--- src/rtl/imm_gen_pkg.sv ---
// Shared types for the immediate-generation stage.
// Format-select encoding and small elaboration helpers.
package imm_gen_pkg;

    localparam int IMM_SRC_W = 3;

    typedef enum logic [IMM_SRC_W-1:0] {
        IMM_I   = 3'b000,
        IMM_S   = 3'b001,
        IMM_B   = 3'b010,
        IMM_J   = 3'b011,
        IMM_U   = 3'b100,
        IMM_Z   = 3'b101,
        IMM_SH  = 3'b110,
        IMM_RSV = 3'b111
    } imm_src_e;

    function automatic bit xlen_ok(input int xlen);
        return (xlen == 32) || (xlen == 64);
    endfunction

endpackage

--- src/rtl/imm_gen_stage_extend.sv ---
// Combinational RISC-V immediate extractor, XLEN 32 or 64.
// Every format is built at 64 bits and truncated to XLEN.
module imm_extend
    import imm_gen_pkg::*;
#(
    parameter int XLEN = 32
) (
    input  logic [31:0]          instr,
    input  logic [IMM_SRC_W-1:0] imm_src,
    output logic [XLEN-1:0]      imm,
    output logic                 illegal
);

    logic [63:0] imm64;
    logic [5:0]  shamt;
    logic        s;

    assign s = instr[31];

    // RV64 shifts carry a 6-bit shamt; RV32 only 5.
    assign shamt = (XLEN == 64) ? instr[25:20] : {1'b0, instr[24:20]};

    always_comb begin
        imm64   = '0;
        illegal = 1'b0;
        unique case (imm_src)
            IMM_I:   imm64 = {{52{s}}, instr[31:20]};
            IMM_S:   imm64 = {{52{s}}, instr[31:25], instr[11:7]};
            IMM_B:   imm64 = {{52{s}}, instr[7], instr[30:25],
                              instr[11:8], 1'b0};
            IMM_J:   imm64 = {{44{s}}, instr[19:12], instr[20],
                              instr[30:21], 1'b0};
            IMM_U:   imm64 = {{32{s}}, instr[31:12], 12'b0};
            IMM_Z:   imm64 = {59'b0, instr[19:15]};
            IMM_SH:  imm64 = {58'b0, shamt};
            IMM_RSV: illegal = 1'b1;
        endcase
    end

    assign imm = imm64[XLEN-1:0];

endmodule

--- src/rtl/imm_gen_stage.sv ---
// Registered immediate-generation stage with a two-entry skid buffer.
// in_ready comes straight from the skid valid flop, never from out_ready.
module imm_gen_stage
    import imm_gen_pkg::*;
#(
    parameter int XLEN  = 32,
    parameter int TAG_W = 32
) (
    input  logic                 clk,
    input  logic                 rst_n,
    input  logic                 flush,
    input  logic                 in_valid,
    output logic                 in_ready,
    input  logic [31:0]          in_instr,
    input  logic [IMM_SRC_W-1:0] in_imm_src,
    input  logic [TAG_W-1:0]     in_tag,
    output logic                 out_valid,
    input  logic                 out_ready,
    output logic [XLEN-1:0]      out_imm,
    output logic [IMM_SRC_W-1:0] out_imm_src,
    output logic [TAG_W-1:0]     out_tag,
    output logic                 out_illegal
);

    if (!xlen_ok(XLEN)) begin : g_bad_xlen
        $error("imm_gen_stage: XLEN must be 32 or 64");
    end

    logic [XLEN-1:0] ext_imm;
    logic            ext_illegal;

    imm_extend #(
        .XLEN(XLEN)
    ) u_extend (
        .instr   (in_instr),
        .imm_src (in_imm_src),
        .imm     (ext_imm),
        .illegal (ext_illegal)
    );

    logic                 main_valid_q, main_valid_d;
    logic [XLEN-1:0]      main_imm_q,   main_imm_d;
    logic [IMM_SRC_W-1:0] main_src_q,   main_src_d;
    logic [TAG_W-1:0]     main_tag_q,   main_tag_d;
    logic                 main_ill_q,   main_ill_d;

    logic                 skid_valid_q, skid_valid_d;
    logic [XLEN-1:0]      skid_imm_q,   skid_imm_d;
    logic [IMM_SRC_W-1:0] skid_src_q,   skid_src_d;
    logic [TAG_W-1:0]     skid_tag_q,   skid_tag_d;
    logic                 skid_ill_q,   skid_ill_d;

    logic accept;
    logic main_load;

    assign in_ready  = ~skid_valid_q;
    assign accept    = in_valid & ~skid_valid_q & ~flush;
    assign main_load = ~main_valid_q | out_ready;

    always_comb begin
        main_valid_d = main_valid_q;
        main_imm_d   = main_imm_q;
        main_src_d   = main_src_q;
        main_tag_d   = main_tag_q;
        main_ill_d   = main_ill_q;
        skid_valid_d = skid_valid_q;
        skid_imm_d   = skid_imm_q;
        skid_src_d   = skid_src_q;
        skid_tag_d   = skid_tag_q;
        skid_ill_d   = skid_ill_q;

        // Flush only drops valids; payload flops keep their contents.
        if (flush) begin
            main_valid_d = 1'b0;
            skid_valid_d = 1'b0;
        end else if (main_load) begin
            if (skid_valid_q) begin
                main_valid_d = 1'b1;
                main_imm_d   = skid_imm_q;
                main_src_d   = skid_src_q;
                main_tag_d   = skid_tag_q;
                main_ill_d   = skid_ill_q;
                skid_valid_d = 1'b0;
            end else if (accept) begin
                main_valid_d = 1'b1;
                main_imm_d   = ext_imm;
                main_src_d   = in_imm_src;
                main_tag_d   = in_tag;
                main_ill_d   = ext_illegal;
            end else begin
                main_valid_d = 1'b0;
            end
        end else if (accept) begin
            skid_valid_d = 1'b1;
            skid_imm_d   = ext_imm;
            skid_src_d   = in_imm_src;
            skid_tag_d   = in_tag;
            skid_ill_d   = ext_illegal;
        end
    end

    always_ff @(posedge clk or negedge rst_n) begin
        if (!rst_n) begin
            main_valid_q <= 1'b0;
            main_imm_q   <= '0;
            main_src_q   <= '0;
            main_tag_q   <= '0;
            main_ill_q   <= 1'b0;
            skid_valid_q <= 1'b0;
            skid_imm_q   <= '0;
            skid_src_q   <= '0;
            skid_tag_q   <= '0;
            skid_ill_q   <= 1'b0;
        end else begin
            main_valid_q <= main_valid_d;
            main_imm_q   <= main_imm_d;
            main_src_q   <= main_src_d;
            main_tag_q   <= main_tag_d;
            main_ill_q   <= main_ill_d;
            skid_valid_q <= skid_valid_d;
            skid_imm_q   <= skid_imm_d;
            skid_src_q   <= skid_src_d;
            skid_tag_q   <= skid_tag_d;
            skid_ill_q   <= skid_ill_d;
        end
    end

    assign out_valid   = main_valid_q;
    assign out_imm     = main_imm_q;
    assign out_imm_src = main_src_q;
    assign out_tag     = main_tag_q;
    assign out_illegal = main_ill_q;

endmodule
--- config.mk ---
export PLATFORM = sky130hd
export DESIGN_NAME = imm_gen_stage
export DESIGN_NICKNAME = d
export VERILOG_FILES = /design/src/rtl/imm_gen_pkg.sv /design/src/rtl/imm_gen_stage_extend.sv /design/src/rtl/imm_gen_stage.sv
export SDC_FILE = /design/constraint.sdc
export NUM_CORES = 1
export LEC_CHECK = 0
export BUFFER_PORTS_ARGS = -buffer_cell sky130_fd_sc_hd__buf_4
export CAP_MARGIN = 20
export CELL_PAD_IN_SITES_DETAIL_PLACEMENT = 2
export CELL_PAD_IN_SITES_GLOBAL_PLACEMENT = 2
export CORE_UTILIZATION = 31
export DETAILED_ROUTE_END_ITERATION = 10
export HOLD_SLACK_MARGIN = 0.06
export PLACE_DENSITY = 0.81
export SKIP_CTS_REPAIR_TIMING = 1
export SLEW_MARGIN = 20
export SYNTH_ARGS = -nofsm -noshare
export SYNTH_HDL_FRONTEND = slang
export SYNTH_SLANG_ARGS = --single-unit
--- constraint.sdc ---
create_clock -name clk -period 1.42 [get_ports clk]
set_clock_uncertainty 0.05 [all_clocks]
set_input_delay 0.426 -clock clk [delete_from_list [all_inputs] [get_ports clk]]
set_output_delay 0.426 -clock clk [all_outputs]
set_load 0.02 [all_outputs]
==> qor.log, run 1 <==
[yosys] post-synthesis instance total 599
[drt] total wire length 24.23 mm
[die] CORE AREA 19720 um^2
[finish] final net count 880
[clocking] CTS buffer count 17
[critical_path] worst path bufs/invs 4
[yosys] average cell area after synthesis 10.52 um^2
[yosys] yosys warns 0
[grt] first-pass GRT wire length 32.30 mm
[sta] setup repair after global routing missed its margin true
[clocking] TritonCTS clock tree built
[yosys] net count after synthesis 671
[finish] fraction of final layout cells with drive strength greater than 1 43.12%
[drt] DRC marker count from the first detailed-route iteration 182
[placed_design] number of I/O port buffers 134
[placed_design] half-perimeter wire length after placement 14.50 mm
[critical_path] slowest stage cell, crit path sky130_fd_sc_hd__dfrtp_4
[die] Cell Rows 51
[min_path] worst min-delay path class in2reg
[drt] vias after detailed routing 5470
[critical_path] Worst Path Arrival 2060 ps
[critical_path] critical path capture point type flip-flop
[grt] via count of the first global-routing pass 5873
[clocking] H-tree levels 4
[power_and_ir_drop] total power divided by cell area 1450 nW/um^2
[die] overall die area 20900 um^2
[grt] GRT Util Overall 20.71%
[critical_path] launching point of the worst reg2reg path skid_valid_q
[critical_path] element type at the critical path start flip-flop
[power_and_ir_drop] leakage dissipation 4.438 nW
[power_and_ir_drop] maximum resistive drop on vdd 800.2 uV
[sta] period utilization 125.2%
[grt] Overflow after GRT 0
[job] Max Cap Violations 0
[drt] remaining routing DRC violations 0
[grt] initial antenna violation count 0
[yosys] share of synthesized area occupied by flip-flops and latches 54.82%
[grt] pin count of the biggest net entering global routing 59
[clocking] clock slew at reported path FFs 60 ps
[critical_path] most used cell, CP sky130_fd_sc_hd__buf_6
[sta] final hold violation count 0
[yosys] post-synthesis sequential element count 138
[clocking] maximum number of buffers from clock root to sink 2
[yosys] netlist area before placement 6300 um^2
[finish] Area Growth Syn to Fin 53.58%
[placed_design] placer's final routability congestion estimate 0.7414
[die] Die X 144.6 um
[die] Die Ht 144.6 um
[clocking] clock root buffer master sky130_fd_sc_hd__clkbuf_16
[sta] max-slew violation count 0
[finish] Antenna Diode Count 0
[critical_path] max incr delay on CP 430 ps
[die] io pins 142
[critical_path] required time of the worst setup path 1700 ps
[critical_path] largest delay contributor family on the critical path buffers and inverters
[min_path] startpoint of the tightest hold check path in_tag[2]
[critical_path] CP Max Fanout 12
[critical_path] kind of critical path reg2reg
[critical_path] crit path launch skid_valid_q
[drt] mean routed wirelength per cell 22.31 um
[drt] detailed-router iteration count before antenna repair 7
[sta] relative slew slack 54.84%
[clocking] worst-skew pair later-pin latency 430 ps
[status] violations in the final reports negative setup slack
[placed_design] Worst Setup Slack post-DPL -564.1 ps
[critical_path] cell chain of the critical path buf_4, nor2_4, buf_6, nor3_4, buf_6, nand2_1, buf_12, o211ai_1
[drt] average vias per placed instance 5.037
[die] effective utilization at floorplan 31.95%
[status] status finished, violations left
[sta] Tmin final 1777 ps
[sta] Achievable Freq 0.5626 GHz
[sta] Final setup violation count 206
[yosys] distinct cell type count after synthesis 36
[sta] measured slew at the worst slew-check pin 674.3 ps
[clocking] Clock Sinks 138
[drt] number of nets with antenna violations after detailed routing 0
[sta] setup_tns -26270 ps
[sta] setup ws final -357.5 ps
through the flow:
step	power (mW)	std cells	utilization (%)	cell area [um^2]	hold slack, ps
detailed placement	7.796	998	40.50	7985	277.9
finish	14.03	1086	49.07	9676	196.5
global placement	7.544	998	40.50	7985	277.8
floorplan	6.469	599	-	6446	80.41
global route	14.57	1086	49.07	9676	185.0
CTS	13.35	1030	44.17	8708	-174.7
flip-flops by register name (all words and copies together) (netlist names):
signal	flops
out_imm	32
out_tag	32
skid_imm_q	32
skid_tag_q	32
out_imm_src	3
skid_src_q	3
out_illegal	1
out_valid	1
skid_ill_q	1
skid_valid_q	1
synthesized netlist by cell type, drive strengths merged:
library cell    n  area (um^2)
a21oi          30        150.1
xor2            1        27.53
a31oi           1        6.260
nor2           13        51.30
o211ai         12        110.1
clkbuf         15        56.30
buf            32        172.7
a211oi          2        20.02
nor3b           1        12.51
and4b           1        10.01
dfrtp         138         3453
a22oi           4        30.03
nor3            2        21.27
mux2i          41        410.4
nand2b         10        62.56
and2b           1        7.510
nand3          22        115.1
nor4b           1        8.760
o21ai          87        435.4
mux2           53        600.6
nor2b           3        21.27
nand3b          8        60.06
nand2         119        446.7
inv             1        3.750
or3             1        6.260
layer usage:
layer  vias up  global-route usage (%)  part of all wire (%)
met5         -                       0                     0
met4         0                   5.983                   1.8
met3        26                   3.874                   4.1
met2       147                   37.58                    55
met1      2811                   24.71                    39
li1       2486                       -                     -
area by class of cell:
type | instances | area [um^2]
fill | 1934 | 10040
inverter | 1 | 8.758
sequential | 138 | 3458
tap | 265 | 331.6
multi-input combinational | 413 | 2773
timing repair buffer | 237 | 2381
clock inverter | 12 | 266.5
clock buffer | 20 | 456.7
power breakdown:
group,switching (mW),internal [mW]
sequential,0.553,4.69
combinational,1.56,1.69
clock,1.80,3.74
cell families after synthesis:
kind of cell    after synthesis  synth area share (%)
compound gates              136                 11.94
buf+inv                      48                 3.694
flops                       138                 54.82
xor+xnor                      1                0.4370
simple gates                182                 13.07
mux                          94                 16.05
final timing paths:
| path | end | slack [ps] | cells past startpoint |
|---|---|---|---|
| min reg2reg | skid_imm_q[5] | 430 | 2 |
| min | skid_tag_q[2] | 200 | 2 |
| max | out_imm[17] | -360 | 8 |
| min in group asynchronous | out_tag[17] | 420 | 2 |
| max reg2reg | out_imm[17] | -360 | 8 |
| max in group asynchronous | out_imm[3] | 400 | 3 |
cells in the final DEF (no fill, tap or decap), drive strengths merged:
cell type and n:
xor2 1, nor2b 3, o21ai 87, a31oi 1
clkbuf 26, nand3 22, nor3b 1, mux2i 41
dlygate4sd3 1, buf 230, clkinv 3, a22oi 4
and2b 1, bufinv 8, nor3 2, clkinvlp 1
a21oi 30, nand2b 10, a211oi 2, inv 1
or3 1, nand3b 8, nor4b 1, dfrtp 138
mux2 53, and4b 1, o211ai 12, nand2 119
nor2 13
(Power assumes the default switching activity.)
==> run 2: changes to the inputs <==
Settings changed: CORE_MARGIN set to 2.
==> run 2 against run 1 <==
The run still ends with negative setup slack left. Global-route usage fell by 1.5 points. Maximum frequency rose by 2.6%. Critical path type is now reg2out. Combinational power rose by 7.1%.
==> qor.log, run 2 (synthesis results as in run 1) <==
[critical_path] crit path launch skid_valid_q
[placed_design] number of I/O port buffers 134 [unchanged]
[die] Cell Rows 52 [+2.0%]
[critical_path] launching point of the worst reg2reg path out_valid
[sta] final hold violation count 0 [unchanged]
[sta] Achievable Freq 0.5774 GHz [+2.6%]
[job] Max Cap Violations 0 [unchanged]
[clocking] Clock Sinks 138 [unchanged]
[sta] setup ws final -311.9 ps [+45.60 ps]
[sta] relative slew slack 52.10% [-2.7 points]
[critical_path] critical path capture point type output pin
[grt] met2 Usage GRT 33.07% [-4.5 points]
[finish] final net count 884 [+0.45%]
[min_path] worst min-delay path class in2reg
[sta] measured slew at the worst slew-check pin 715.3 ps [+40.96 ps]
[finish] fraction of final layout cells with drive strength greater than 1 48.97% [+5.9 points]
[power_and_ir_drop] total power divided by cell area 1353 nW/um^2 [-6.7%]
[critical_path] CP Max Fanout 4 [-8]
[grt] first-pass GRT wire length 32.46 mm [+0.49%]
[grt] global routing usage on met1 24.95% [+0.23 points]
[critical_path] largest delay contributor family on the critical path flip-flops
[clocking] worst-skew pair later-pin latency 430 ps [about the same]
[finish] final std cell area, no fill 9786 um^2 [+1.1%]
[finish] top library cells by usage in the layout, fill and taps aside sky130_fd_sc_hd__buf_4, sky130_fd_sc_hd__dfrtp_1, sky130_fd_sc_hd__nand2_1
[grt] Overflow after GRT 0 [unchanged]
[critical_path] max incr delay on CP 500 ps [+70 ps]
[critical_path] worst path bufs/invs 3 [-1]
[die] io pins 142 [unchanged]
[sta] Final setup violation count 206 [unchanged]
[grt] GRT Util Overall 19.25% [-1.5 points]
[power_and_ir_drop] maximum resistive drop on vdd 658.1 uV [-18%]
[power_and_ir_drop] leakage dissipation 4.468 nW [+0.67%]
[die] CORE AREA 20100 um^2 [+2.0%]
[die] Die X 146.6 um [+1.4%]
[drt] detailed-router iteration count before antenna repair 4 [-3]
[finish] most frequent standard cell in the layout excluding fill and tap cells sky130_fd_sc_hd__buf_4
[clocking] TritonCTS clock tree built
[critical_path] cell chain of the critical path buf_6, inv_6, buf_6
[grt] GR Util met3 4.156% [+0.28 points]
[clocking] clock slew at reported path FFs 60 ps [about the same]
[clocking] maximum number of buffers from clock root to sink 2 [unchanged]
[drt] vias after detailed routing 5568 [+1.8%]
[placed_design] placer's final routability congestion estimate 0.7894 [+6.5%]
[placed_design] number of placed instances with taps included 1000 [+0.20%]
[critical_path] required time of the worst setup path 940 ps [-760 ps]
[drt] average vias per placed instance 5.085 [+0.95%]
[die] overall die area 21480 um^2 [+2.8%]
[sta] Tmin final 1732 ps [-45.60 ps]
[clocking] clock root buffer master sky130_fd_sc_hd__clkbuf_16
[grt] global-route layer with the greatest usage met2
[min_path] startpoint of the tightest hold check path in_tag[4]
[die] effective utilization at floorplan 31.34% [-0.61 points]
[status] status finished, violations left
[sta] setup repair after global routing missed its margin true
[drt] total wire length 26.15 mm [+8.0%]
[drt] mean routed wirelength per cell 23.88 um [+7.1%]
[drt] number of nets with antenna violations after detailed routing 0 [unchanged]
[die] Die Ht 146.6 um [+1.4%]
[grt] pin count of the biggest net entering global routing 53 [-10%]
[clocking] H-tree levels 4 [unchanged]
[finish] Antenna Diode Count 0 [unchanged]
[critical_path] kind of critical path reg2out
[finish] final standard cell count with taps included and fillers excluded 1095 [+0.83%]
[finish] Area Growth Syn to Fin 55.33%
[status] violations in the final reports negative setup slack
[sta] max-slew violation count 0 [unchanged]
[sta] period utilization 122.0% [-3.2 points]
[finish] number of fill cells in the layout 1977 [+2.2%]
[critical_path] Worst Path Arrival 1260 ps [-800 ps]
[grt] via count of the first global-routing pass 5777 [-1.6%]
[drt] DRC marker count from the first detailed-route iteration 226 [+24%]
[critical_path] slowest stage cell, crit path sky130_fd_sc_hd__dfrtp_4
[drt] remaining routing DRC violations 0 [unchanged]
[critical_path] element type at the critical path start flip-flop
[placed_design] half-perimeter wire length after placement 14.40 mm [-0.72%]
[clocking] CTS buffer count 17 [unchanged]
[critical_path] most used cell, CP sky130_fd_sc_hd__buf_6
[grt] initial antenna violation count 0 [unchanged]
[placed_design] placed cell area 7969 um^2 [-0.20%]
-- run 2: path summary, 6_finish.rpt --
| check | depth (start not counted) | end | slack, ps |
|---|---|---|---|
| max in group asynchronous | 3 | out_tag[29] | 420 |
| max | 3 | in_ready | -310 |
| max reg2reg | 5 | out_imm[4] | -280 |
| min in group asynchronous | 2 | skid_tag_q[27] | 420 |
| min | 2 | skid_tag_q[4] | 190 |
| min reg2reg | 2 | skid_ill_q | 440 |
-- run 2: metrics by stage --
| stage | utilization, % | setup TNS, ps | worst slack, ps | hold slack [ps] | power [mW] |
|---|---|---|---|---|---|
| final | 48.67 | -25360 | -311.9 | 190.8 | 13.24 |
| after CTS | 42.53 | -25500 | -475.8 | -199.6 | 12.23 |
| after detailed placement | 39.64 | -38670 | -622.9 | 251.2 | 7.768 |
| after global placement | 39.64 | -32910 | -516.2 | 249.6 | 7.533 |
| after global routing | 48.67 | -34370 | -394.1 | 184.1 | 13.80 |
| after floorplan | - | -5643 | -152.1 | 80.41 | 6.469 |
-- run 2: worst register-to-register path, cell delays in order (launching register included) --
cell and delay (ps):
sky130_fd_sc_hd__dfrtp_2 410, sky130_fd_sc_hd__nor2b_4 150, sky130_fd_sc_hd__or3_4 540, sky130_fd_sc_hd__clkbuf_16 230, sky130_fd_sc_hd__nand2_1 90, sky130_fd_sc_hd__o211ai_2 100
-- run 2: layout make-up --
cell class	instances	area, um^2	area share, %
Clock buffer	21	460.4	4.705
Tap cell	270	337.8	3.452
Timing Repair Buffer	240	2406	24.59
Sequential cell	138	3458	35.34
Inverter	1	8.758	0.08950
Clock inverter	11	121.4	1.240
Multi-Input combinational cell	414	2993	30.58
-- run 2: report_power, final --
part           total [mW]  leakage [nW]  switching (mW)  internal, mW
registers            5.28          1.74           0.591          4.69
logic                3.49          2.46            1.70          1.79
clock network        4.47         0.271            1.80          2.67
-- run 2: metal layers --
metal / vias up / share of wire (%)
li1: 2507 / -
met1: 2894 / 41
met2: 137 / 54
met3: 30 / 3.0
met4: 0 / 1.8
met5: - / 0
